File: src/rtl/pipe_ctrl_reg.sv
// Pipeline-stage control register: elastic valid/ready handshake, optional
// 2-entry skid buffer, synchronous flush-to-bubble and a saturating stall counter.
module pipe_ctrl_reg #(
  parameter int unsigned             WIDTH     = 8,
  parameter logic [WIDTH-1:0]        FLUSH_VAL = {WIDTH{1'b0}},
  parameter bit                      SKID      = 1'b1,
  parameter int unsigned             CNT_W     = 16
) (
  input  logic             clk,
  input  logic             rst_n,
  input  logic             flush,
  input  logic             in_valid,
  output logic             in_ready,
  input  logic [WIDTH-1:0] in_data,
  output logic             out_valid,
  input  logic             out_ready,
  output logic [WIDTH-1:0] out_data,
  output logic [1:0]       occupancy,
  output logic [CNT_W-1:0] stall_cnt
);

  logic             m_valid_q, m_valid_d;
  logic [WIDTH-1:0] m_data_q,  m_data_d;
  logic             s_valid_q, s_valid_d;
  logic [WIDTH-1:0] s_data_q,  s_data_d;
  logic [CNT_W-1:0] cnt_q,     cnt_d;
  logic             accept, pop;

  // With the skid entry, in_ready is built from registers only, so out_ready
  // never ripples upstream through this stage.
  assign in_ready  = SKID ? (!s_valid_q && !flush)
                          : ((!m_valid_q || out_ready) && !flush);
  assign accept    = in_valid && in_ready;
  assign pop       = m_valid_q && out_ready;

  assign out_valid = m_valid_q;
  assign out_data  = m_data_q;
  assign occupancy = {1'b0, m_valid_q} + {1'b0, s_valid_q};
  assign stall_cnt = cnt_q;

  always_comb begin
    // NOTE: every next-state signal gets a hold default first, so no path
    // through the branches below can leave one unassigned and infer a latch.
    m_valid_d = m_valid_q;
    m_data_d  = m_data_q;
    s_valid_d = s_valid_q;
    s_data_d  = s_data_q;
    cnt_d     = cnt_q;

    if (flush) begin
      m_valid_d = 1'b0;
      m_data_d  = FLUSH_VAL;
      s_valid_d = 1'b0;
      s_data_d  = FLUSH_VAL;
    end else if (SKID) begin
      if (s_valid_q && pop) begin
        m_valid_d = 1'b1;
        m_data_d  = s_data_q;
        s_valid_d = 1'b0;
      end else if (!s_valid_q && (pop || !m_valid_q)) begin
        m_valid_d = accept;
        if (accept) m_data_d = in_data;
      end else if (!s_valid_q && m_valid_q && accept) begin
        s_valid_d = 1'b1;
        s_data_d  = in_data;
      end
    end else begin
      if (accept) begin
        m_valid_d = 1'b1;
        m_data_d  = in_data;
      end else if (pop) begin
        m_valid_d = 1'b0;
      end
    end

    // Counts stalled cycles regardless of flush; only reset clears it.
    if (m_valid_q && !out_ready && (cnt_q != {CNT_W{1'b1}}))
      cnt_d = cnt_q + CNT_W'(1);
  end

  always_ff @(posedge clk) begin
    // NOTE: data registers are reset too, so an empty entry never shows X
    // on out_data; state is updated with non-blocking assignments only.
    if (!rst_n) begin
      m_valid_q <= 1'b0;
      m_data_q  <= FLUSH_VAL;
      s_valid_q <= 1'b0;
      s_data_q  <= FLUSH_VAL;
      cnt_q     <= '0;
    end else begin
      m_valid_q <= m_valid_d;
      m_data_q  <= m_data_d;
      s_valid_q <= s_valid_d;
      s_data_q  <= s_data_d;
      cnt_q     <= cnt_d;
    end
  end

endmodule

File: config.mk
export PLATFORM = sky130hd
export DESIGN_NAME = pipe_ctrl_reg
export DESIGN_NICKNAME = d
export VERILOG_FILES = /design/src/rtl/pipe_ctrl_reg.sv
export SDC_FILE = /design/constraint.sdc
export NUM_CORES = 1
export LEC_CHECK = 0
export ABC_AREA = 1
export BUFFER_PORTS_ARGS = -buffer_cell sky130_fd_sc_hd__buf_2
export CORE_MARGIN = 2
export CORE_UTILIZATION = 45
export DETAILED_ROUTE_END_ITERATION = 16
export PLACE_DENSITY = 0.73
export SETUP_SLACK_MARGIN = 0.3
export SLEW_MARGIN = 20
export SYNTH_ARGS = -nofsm -noshare
export SYNTH_HDL_FRONTEND = slang
export SYNTH_SLANG_ARGS = --single-unit
File: constraint.sdc
create_clock -name clk -period 1.3 [get_ports clk]
set_input_delay 0.26 -clock clk [delete_from_list [all_inputs] [get_ports clk]]
set_output_delay 0.26 -clock clk [all_outputs]
set_load 0.01 [all_outputs]
==> metrics <==
status=finished, violations left; failing checks=negative setup slack; WL final=between 5 and 6 mm; worst vdd ir=a little under 0.0008 V; RSZ-0062 raised after global routing=yes; gpl congestion=0.823; critical-path cell list=ha_4, inv_4, nor2_4, nand4_1, buf_6, a21oi_2, nor2_1; Hold Buf Count CTS=0; leakage=approximately 1.1 nW; # setup viols final=23; Top FF cell, synth=dfxtp_1; largest net degree at the start of global routing=18; core area=between 0.003 and 0.004 mm²; count of pins over their slew limit=0; Chip Height=65.0 µm; Clock transition at path regs=~0.070 ns; # placed instances=around 340; CTS tree=built; share of cells above drive strength 1=about three fifths; Syn Area/Cell=~6.7 µm²; MaxCap Viol Count=0; pwr dens=just over 700 mW/mm²; Vias=just under 2k; Final min period=approximately 1.4 ns; setup TNS=-1.24 ns; Post-synth top cells=nor2_1, nand2_1, dfxtp_1; final worst slack=-0.138 ns; fin crit share=111%; vias in the first global route=about 1.8k; Unique masters post-synth=19; syn nets=between 200 and 300; starting density of the core=a little under half; Final Net Count=approximately 350; multi-input logic area=0.00119 mm²; Crit path largest cell delay=0.37 ns; initial DRC count=roughly 140; Die W=between 60 and 70 µm; Mapped Area=about 0.0017 mm²; startpoint types=register; initial antenna violation count=0; Slowest cell on crit path=dfxtp_4; CTS Sinks=34; Slew @ Worst Pin=~0.26 ns; Synth area leader=dfxtp_1; Vias per Instance=around 5.2; Hold Fails Final Rpt=0; ys async rst share=0%; Min-Delay Path Class=in2reg; Hold WS=roughly 0.24 ns; WL/cell=13.7 µm; most frequent cell after synthesis=nor2_1; buffers added on ports=40; CTS Root Buffer Type=clkbuf_8; Seq. cell area=753 µm²; ant diodes=0; final non-filler cell total=379; DRC Markers=0; Worst Setup End Kind=register; area growth from synthesis to layout=74.0%; Syn Inst Count=approximately 250; clock buffer depth=2; CP arrival=around 1.6 ns; Fmax=0.695 GHz; Worst Skew=about 0.0044 ns; FP Rows=22; sequential-to-total area share from yosys stat=40.6%; grt total ovfl=0; drt first pass iters=4; Die Area=0.00423 mm²; relative slew slack=~83%; IO Pins=41; Clock Latency Late Sink=~0.29 ns; Seq cells post-synth=34; Crit Path Class=reg2reg; share of the synthesized area in the top cell type=40.6%; top area cells in the synthesized netlist=dfxtp_1, nor2_1, nand2_1; yosys warns=0; filler instances=approximately 220; Inserted Clock Buffers=5; Post-synth EDFFs=0; Tot GR Track Use=23.7%; DP HPWL=2.78 mm; post-route ant nets=0; worst path required time=1.47 ns; global-route wire length before repair=around 7.8 mm; H-tree lvl count=2; crit-path max FO=7
-- worst max-delay path: cells and delay by family (launching register included) --
| family | cells | cell delay, ns |
|---|---|---|
| compound gates | 1 | 0.13 |
| simple gates | 3 | 0.40 |
| fa+ha+maj | 1 | 0.14 |
| flops | 1 | 0.37 |
| buf+inv | 2 | 0.27 |
-- power breakdown --
part	total (mW)	leakage [nW]	internal, mW	switching (mW)
registers	1.03	0.292	1.02	0.0103
clock network	0.821	0.0515	0.427	0.394
logic	0.221	0.805	0.102	0.120
total	2.07	1.15	1.55	0.524
-- registers in the layout, indices dropped and copies added (netlist names) --
register   count
s_data_q       8
s_valid_q      1
out_data       8
out_valid      1
stall_cnt     16
-- repair_timing --
item,4_1_cts,5_1_grt
pin swaps,15,17
buffers inserted,18,10
endpoints found under the setup margin,60,62
gates resized for setup,86,36
gates cloned,2,0
-- cell type report --
cell class	instances	area share, %
clock buffer	6	2.83
clock inverter	2	0.386
inverter	24	3.52
multi-input combinational	187	40.8
sequential	34	25.8
tap	48	2.06
timing repair buffer	78	24.6
-- logic make-up after synthesis --
logic type / Yosys count / synth area share, %
DFF: 34 / 40.6
adders and majority gates: 3 / 2.24
buffers and inverters: 31 / 7.39
AOI/OAI and AO/OA: 47 / 15.4
and+or+nand+nor: 136 / 34.4
-- per-layer routing --
layer | GRT usage, % | vias to the layer above | wire length (µm)
met3 | 6.08 | 9 | 263
met4 | 9.38 | 0 | 80
met5 | 0 | - | 0
met2 | 39.3 | 61 | 2700
met1 | 29.4 | 936 | 2140
li1 | - | 964 | -
-- worst paths after layout --
check                           slack [ns]      endpoint  cells after the start         start
worst min-delay path                  0.24   s_data_q[6]                      3    in_data[6]
worst min register to register        0.46   s_data_q[1]                      2   s_data_q[1]
worst max-delay path                 -0.14  stall_cnt[7]                      7  stall_cnt[0]
worst max register to register       -0.14  stall_cnt[7]                      7  stall_cnt[0]
-- placed cells by master (no fill, tap or decap), types with 10 or more instances in the layout --
| cell type | netlist | layout |
|---|---|---|
| o21ai_2 | 1 | 12 |
| buf_6 | 0 | 43 |
| buf_2 | 6 | 12 |
| o21ai_0 | 23 | 10 |
| inv_1 | 22 | 18 |
| dfxtp_4 | 0 | 16 |
| nor2_2 | 4 | 17 |
| nor2_1 | 57 | 39 |
| dfxtp_2 | 0 | 10 |
| a21oi_2 | 0 | 17 |
| buf_4 | 0 | 23 |
| nand2_1 | 53 | 49 |
-- per-stage QoR --
stage	total power [mW]	setup slack (ns)	util (%)	cell area (µm²)
floorplan	1.16	0.140	-	1850
global placement	1.22	0.0391	58.8	2120
detailed placement	1.22	0.0152	58.8	2120
CTS	2.06	-0.0336	74.5	2690
global route	2.16	-0.203	80.8	2920
finish	2.07	-0.138	80.8	2920
Note: power is estimated with default switching activity, not from simulation.
